## config.mk

```make
export PLATFORM = sky130hd
export DESIGN_NAME = imm_encoder
export DESIGN_NICKNAME = d
export VERILOG_FILES = /design/src/rtl/imm_encoder.sv
export SDC_FILE = /design/constraint.sdc
export NUM_CORES = 1
export LEC_CHECK = 0
export BUFFER_PORTS_ARGS = -buffer_cell sky130_fd_sc_hd__buf_2
export CAP_MARGIN = 20
export CORE_MARGIN = 1
export CORE_UTILIZATION = 50
export CTS_BUF_LIST = sky130_fd_sc_hd__clkbuf_16
export DETAILED_ROUTE_END_ITERATION = 10
export GPL_ROUTABILITY_DRIVEN = 0
export PLACE_DENSITY = 0.85
export SLEW_MARGIN = 20
export SYNTH_ARGS = -nofsm -noshare
export SYNTH_HDL_FRONTEND = slang
export SYNTH_SLANG_ARGS = --single-unit
```

## constraint.sdc

```tcl
create_clock -name clk -period 3.1 [get_ports clk]
set_input_delay 0.93 -clock clk [delete_from_list [all_inputs] [get_ports clk]]
set_output_delay 0.93 -clock clk [all_outputs]
set_load 0.005 [all_outputs]
```

## src/rtl/imm_encoder.sv

```systemverilog
// rtl/imm_encoder.sv - RISC-V immediate/field encoder with an OUT_DEPTH-entry output FIFO.
// Optional immediate range checking is enabled by defining IMM_RANGE_CHECK_EN.
module imm_encoder #(
  parameter int OUT_DEPTH = 2
) (
  input  logic        clk,
  input  logic        rst_n,
  input  logic        in_valid,
  output logic        in_ready,
  input  logic [2:0]  imm_src,
  input  logic [31:0] imm,
  input  logic [6:0]  opcode,
  input  logic [4:0]  rd,
  input  logic [4:0]  rs1,
  input  logic [4:0]  rs2,
  input  logic [2:0]  funct3,
  output logic        out_valid,
  input  logic        out_ready,
  output logic [31:0] out_instr,
  output logic        out_err,
  output logic [15:0] err_count
);

  localparam int PW = (OUT_DEPTH > 1) ? $clog2(OUT_DEPTH) : 1;
  localparam int CW = PW + 1;
  localparam logic [CW-1:0] FULL_CNT = CW'(OUT_DEPTH);

  typedef enum logic [2:0] {
    FMT_I = 3'b000,
    FMT_S = 3'b001,
    FMT_B = 3'b010,
    FMT_U = 3'b011,
    FMT_J = 3'b100
  } fmt_e;

  logic [31:0]   enc_instr;
  logic          enc_err;
  logic          range_err;
  logic [PW-1:0] wr_ptr;
  logic [PW-1:0] rd_ptr;
  logic [CW-1:0] count;
  logic          full;
  logic          accept;
  logic          pop;
  logic [31:0]   instr_mem [OUT_DEPTH];
  logic          err_mem   [OUT_DEPTH];

  always_comb begin
    enc_instr = 32'h0;
    enc_err   = 1'b0;
    case (imm_src)
      FMT_I: enc_instr = {imm[11:0], rs1, funct3, rd, opcode};
      FMT_S: enc_instr = {imm[11:5], rs2, rs1, funct3, imm[4:0], opcode};
      FMT_B: enc_instr = {imm[12], imm[10:5], rs2, rs1, funct3, imm[4:1], imm[11], opcode};
      FMT_U: enc_instr = {imm[31:12], rd, opcode};
      FMT_J: enc_instr = {imm[20], imm[10:1], imm[11], imm[19:12], rd, opcode};
      default: enc_err = 1'b1;
    endcase
    enc_err = enc_err | range_err;
  end

`ifdef IMM_RANGE_CHECK_EN
  // Flag immediates that do not fit the format; the truncated word is still stored.
  always_comb begin
    range_err = 1'b0;
    case (imm_src)
      FMT_I, FMT_S: range_err = !((&imm[31:11]) || !(|imm[31:11]));
      FMT_B:        range_err = !((&imm[31:12]) || !(|imm[31:12])) || imm[0];
      FMT_J:        range_err = !((&imm[31:20]) || !(|imm[31:20])) || imm[0];
      FMT_U:        range_err = |imm[11:0];
      default:      range_err = 1'b0;
    endcase
  end
`else
  assign range_err = 1'b0;
`endif

  assign full      = (count == FULL_CNT);
  assign in_ready  = !full;
  assign out_valid = (count != '0);
  assign accept    = in_valid && in_ready;
  assign pop       = out_valid && out_ready;
  assign out_instr = out_valid ? instr_mem[rd_ptr] : 32'h0;
  assign out_err   = out_valid ? err_mem[rd_ptr] : 1'b0;

  // Storage is not reset; pointers and occupancy alone define valid contents.
  always_ff @(posedge clk) begin
    if (accept) begin
      instr_mem[wr_ptr] <= enc_instr;
      err_mem[wr_ptr]   <= enc_err;
    end
  end

  always_ff @(posedge clk or negedge rst_n) begin
    if (!rst_n) begin
      wr_ptr    <= '0;
      rd_ptr    <= '0;
      count     <= '0;
      err_count <= 16'h0;
    end else begin
      if (accept) begin
        wr_ptr <= wr_ptr + 1'b1;
      end
      if (pop) begin
        rd_ptr <= rd_ptr + 1'b1;
      end
      case ({accept, pop})
        2'b10:   count <= count + 1'b1;
        2'b01:   count <= count - 1'b1;
        default: count <= count;
      endcase
      if (accept && enc_err && (err_count != 16'hFFFF)) begin
        err_count <= err_count + 16'h1;
      end
    end
  end

endmodule
```

Word-level counts from Yosys, hierarchy flattened
Memory sizes are Yosys's and may differ from the RTL's.
Cells that the tools add are included.
{ "totals": {"out_inout_bits": 51, "wordCells": 35, "ramBits": 66, "reg_bits": 20, "n_memories": 2} }
{ "op_classes": {"n_reduce_logical": 9, "muxes": 7, "n_eq_ne": 8, "n_addsub": 5} }
{ "memory_table": {"columns": ["name", "depth", "width", "rd", "rd_clocked_by_memory_dff", "write_ports", "line_no", "rtl"], "rows": [
  ["instr_mem", 2, 32, 1, 0, 1, "45", "logic [31:0] instr_mem [OUT_DEPTH];"],
  ["err_mem", 2, 1, 1, 0, 1, "46", "logic err_mem [OUT_DEPTH];"]
]} }
{ "op_table": {"columns": ["operator", "count"], "rows": [
  ["32-bit one-hot mux with 5 select lines", 1],
  ["32-bit 2-to-1 mux", 1],
  ["16-bit by 1-bit adder with 16-bit output, second input constant", 1],
  ["16-bit != test, second input constant", 1],
  ["3-bit by 2-bit == test with 1-bit output, second input constant", 2],
  ["5-bit OR reduction", 1],
  ["2-bit == test, second input constant", 2],
  ["1-bit logical AND", 4],
  ["1-bit 2-to-1 mux", 4],
  ["2-bit one-hot mux with 2 select lines", 1],
  ["2-bit nonzero test", 2],
  ["3-bit by 1-bit == test with 1-bit output, second input constant", 1],
  ["3-bit == test, second input constant", 1],
  ["3-bit zero test", 1],
  ["1-bit adder, second input constant", 2],
  ["2-bit by 1-bit adder with 2-bit output, second input constant", 1],
  ["2-bit by 1-bit == test with 1-bit output, second input constant", 1],
  ["2-bit by 1-bit subtractor with 2-bit output, second input constant", 1],
  ["1-bit zero test", 1]
]} }

Longest topological paths before layout
{ "depth": {"word_depth": 5, "mapped_depth": 7, "mapped_depth_nobuf": 7} }

Worst setup path after synthesis
OpenSTA, ideal clock, no wires.
{ "synth_path": {"kind": "input to register", "start": "input port in_valid", "end": "memory err_mem[0] (enable)", "path_slack_ns": 0.255, "setup_ns": 0.423, "t_required_ns": 2.677, "arrival_time_ns": 2.422, "cell_stages": 2, "cell_sequence": "nand2_1 nor2_1"} }
{ "synth_via": {"elab_chain_cells": 3} }
{ "synth_lines": {"columns": ["element", "line_no", "rtl"], "rows": [
  ["start, declared", "8", "input logic in_valid,"],
  ["1-bit logical AND", "81", "assign accept = in_valid && in_ready;"],
  ["1-bit 2-to-1 mux", "88", "if (accept) begin"],
  ["1-bit 2-to-1 mux (implied by the code)", "90", "err_mem[wr_ptr] <= enc_err;"],
  ["end, declared", "46", null]
]} }
Every way passes these cells.

Worst setup path after layout
{ "layout_path": {"start": "register rd_ptr", "end": "output port out_instr[31]"} }
{ "layout_via": {"elab_chain_cells": 2} }
{ "layout_lines": {"columns": ["element", "line_no", "rtl"], "rows": [
  ["start, declared", "40", "logic [PW-1:0] rd_ptr;"],
  ["start signal, assigned", "105", "rd_ptr <= rd_ptr + 1'b1;"],
  ["memory 2 x 32 bit", null, null],
  ["32-bit 2-to-1 mux", "83", "assign out_instr = out_valid ? instr_mem[rd_ptr] : 32'h0;"],
  ["end, declared", "19", "output logic [31:0] out_instr,"]
]} }
Every way passes these cells.

==> flow_metrics.py <==
metrics = {
    "worst_setup_path": {
        "rrSetupSlack_ps": 1310,
        "critical_path_buf_inv_count": 2,
        "path_max_fanout": 24,
        "cp_slowest_stage_delay_ps": 610,
        "critical_path.endpoint_type": "primary output",
        "worstPathArrival_ps": 1690,
        "timing.rr.end": "instr_mem[1][22]$_DFFE_PP_",
        "critPathCapture": "out_instr[31]",
        "path_class": "register to primary output",
        "crit_chain": "buf_12, mux2i_1, nor2_1, buf_2",
        "r2r_start": "count[0]$_DFFE_PN0P_",
        "cp_top_family": "flip-flops",
        "crit_slowest_cell": "dfrtp_2",
        "required_ps": 2170,
        "cp-start-kind": "register",
        "critPathLaunch": "rd_ptr$_DFFE_PN0P_",
        "crit_cells": 4,
        "worst_r2r_path_depth": 2,
    },
    "global_routing": {
        "grt_max_degree": 34,
        "grt_overflow": 0,
        "grt_pass1_vias": 3046,
        "track_usage": 0.212,
        "grt_pass1_wl_mm": 14.1,
        "antenna_found_initial": 0,
    },
    "timing": {
        "fmax_mhz": 382,
        "skew_ps": 8.42,
        "hold_viol_final": 0,
        "worst_pin_slew_ps": 812,
        "worst_hold_slack_ps": 528,
        "fin_crit_sh": 0.844,
        "rsz0062_at_grt": "no",
        "slew_violations": 0,
        "tns_ps": 0,
        "fin_ws_ps": 485,
        "fin_crit_ps": 2620,
        "setup_viol": 0,
        "worst_slew_margin_rel": 0.459,
    },
    "flow_run": {
        "cap_viol_max_count": 0,
    },
    "logic_synthesis": {
        "synth_area_per_cell_um2": 12.3,
        "synth_seq_area_share": 0.580,
        "synth_fp_nets": 415,
        "syn_area_um2": 4280,
        "ys_warn_count": 0,
        "async_flop_share": 0.233,
        "synth_cell_types": 49,
        "ys_ff_latch": 86,
        "synth_edf_count": 66,
        "ys.flop_type": "edfxtp_1",
        "synth_cells": 349,
    },
    "clocking": {
        "cts.reportedPaths.clkPinSlew_ps": 60,
        "clk_latency_ps": 330,
        "cts.sinks": 86,
        "cts_inserted_buffers": 9,
        "ctsHoldBuffers": 0,
        "clockRootBuffer": "clkbuf_16",
        "cts_resized": 0,
        "cts_tree": "built",
        "h-tree-depth": 3,
        "clk_path_buf_depth": 2,
        "cts_setup_buffers": 0,
    },
    "floorplanning": {
        "die_h_um": 94.5,
        "die_area_um2": 8930,
        "die_w_um": 94.5,
        "initial_core_util": 0.518,
        "rows": 33,
        "io_pins": 115,
        "coreArea_um2": 8260,
    },
    "power": {
        "switchingPower_mw": 1.32,
        "p_clk_frac": 0.249,
        "power.density_nw_per_um2": 770,
        "ir_drop_v": 0.000470,
        "p_leak_nw": 2.27,
        "seqPwrFrac": 0.429,
        "combPwrFrac": 0.322,
        "switching_share": 0.327,
        "intPower_mw": 2.71,
    },
    "detailed_routing": {
        "wirelength_mm": 9.16,
        "drc": 0,
        "vias": 3120,
        "ant_nets": 0,
        "drt_pre_antenna_iters": 4,
        "routedWlPerCell_um": 16.1,
        "drt_iter0_drc": 203,
        "via_per_inst": 5.48,
    },
    "finish": {
        "fillerInstances": 659,
        "antenna_cells": 0,
        "finalNonFillerCells": 569,
        "final_nets": 525,
        "final_cell_mix": "114 x buf_2, 66 x edfxtp_1, 38 x nor2_1",
        "drive_gt1_frac": 0.353,
        "area.sequential_um2": 2480,
        "final_common_cell": "buf_2",
        "syn2layout_area_growth_pct": 22.4,
        "multi_input_comb_area_um2": 1700,
    },
    "placed_design": {
        "port_buffers": 114,
        "place_inst": 553,
        "dp_hpwl_mm": 6.45,
        "post-place-ws_ps": 528,
    },
    "outcome": {
        "status": "finished, final reports clean",
    },
    "min_path": {
        "hp-class": "register to register",
    },
}
cells by family after synthesis:
family / after synthesis / share of synthesized area
DFF: 86 / 0.580
and+or+nand+nor: 115 / 0.151
adders and majority gates: 2 / 0.00585
AOI/OAI and AO/OA: 60 / 0.0935
xor gates and xnor gates: 17 / 0.0348
muxes: 45 / 0.108
buffers and inverters: 24 / 0.0266
power by group through the flow:
stage,registers (mW),logic (mW),clock network [mW]
floorplan,1.69,0.810,0
global placement,1.73,1.28,0
detailed placement,1.75,1.32,0
CTS,1.73,1.33,1.02
global route,1.76,1.45,1.07
finish,1.73,1.30,1.00
sequential cells by signal, summed over array words and instances, names as in the netlist:
| signal | cells |
|---|---|
| instr_mem | 64 |
| err_mem | 2 |
| wr_ptr | 1 |
| count | 2 |
| err_count | 16 |
| rd_ptr | 1 |
worst min path at each step:
stage,slack [ps],start,end,depth (start not counted)
3_3_place_gp,500,err_count[15]$_DFFE_PN0P_,err_count[15]$_DFFE_PN0P_,1
6_report,530,err_count[13]$_DFFE_PN0P_,err_count[13]$_DFFE_PN0P_,1
2_1_floorplan,460,wr_ptr$_DFFE_PN0P_,wr_ptr$_DFFE_PN0P_,1
4_1_cts,520,err_count[13]$_DFFE_PN0P_,err_count[13]$_DFFE_PN0P_,1
3_5_place_dp,510,err_count[13]$_DFFE_PN0P_,err_count[13]$_DFFE_PN0P_,1
5_1_grt,560,rst_n,err_count[6]$_DFFE_PN0P_,1
cell usage after synthesis, types with 3 or more instances:
cell,n,share of area
edfxtp_1,66,0.46
nor2_1,40,0.035
mux2i_1,35,0.082
dfrtp_1,20,0.12
nand2_1,18,0.016
nor2b_1,18,0.026
a21oi_1,14,0.016
o21ai_0,11,0.013
xnor2_1,11,0.023
a22oi_1,9,0.016
and2_1,9,0.013
clkbuf_1,9,0.0079
nand4_1,9,0.013
mux2_2,8,0.021
a22o_1,7,0.014
buf_2,7,0.0082
o22ai_1,7,0.010
xor2_1,6,0.012
and3_1,3,0.0044
inv_1,3,0.0026
nor2_2,3,0.0044
per-layer routing:
| layer | global-route usage | wire (um) |
|---|---|---|
| met3 | 0.0483 | 450 |
| met5 | 0 | 0 |
| met1 | 0.243 | 3700 |
| met2 | 0.378 | 4800 |
| met4 | 0.0934 | 215 |
area by class of cell:
| class | count | area share |
|---|---|---|
| flip-flops and latches | 86 | 0.474 |
| clock inverters | 7 | 0.0107 |
| inverters | 4 | 0.00287 |
| repair buffers | 119 | 0.121 |
| multi-input cells | 239 | 0.324 |
| well taps | 105 | 0.0251 |
| clock buffers | 9 | 0.0430 |
stage by stage:
step | utilization | instance area (um2) | power, mW
after floorplan | - | 4280 | 2.50
after global placement | 0.600 | 4960 | 3.02
after detailed placement | 0.600 | 4960 | 3.07
after CTS | 0.635 | 5240 | 4.08
after global routing | 0.635 | 5240 | 4.28
final | 0.635 | 5240 | 4.03
Note: power is estimated with default switching activity, not from simulation.
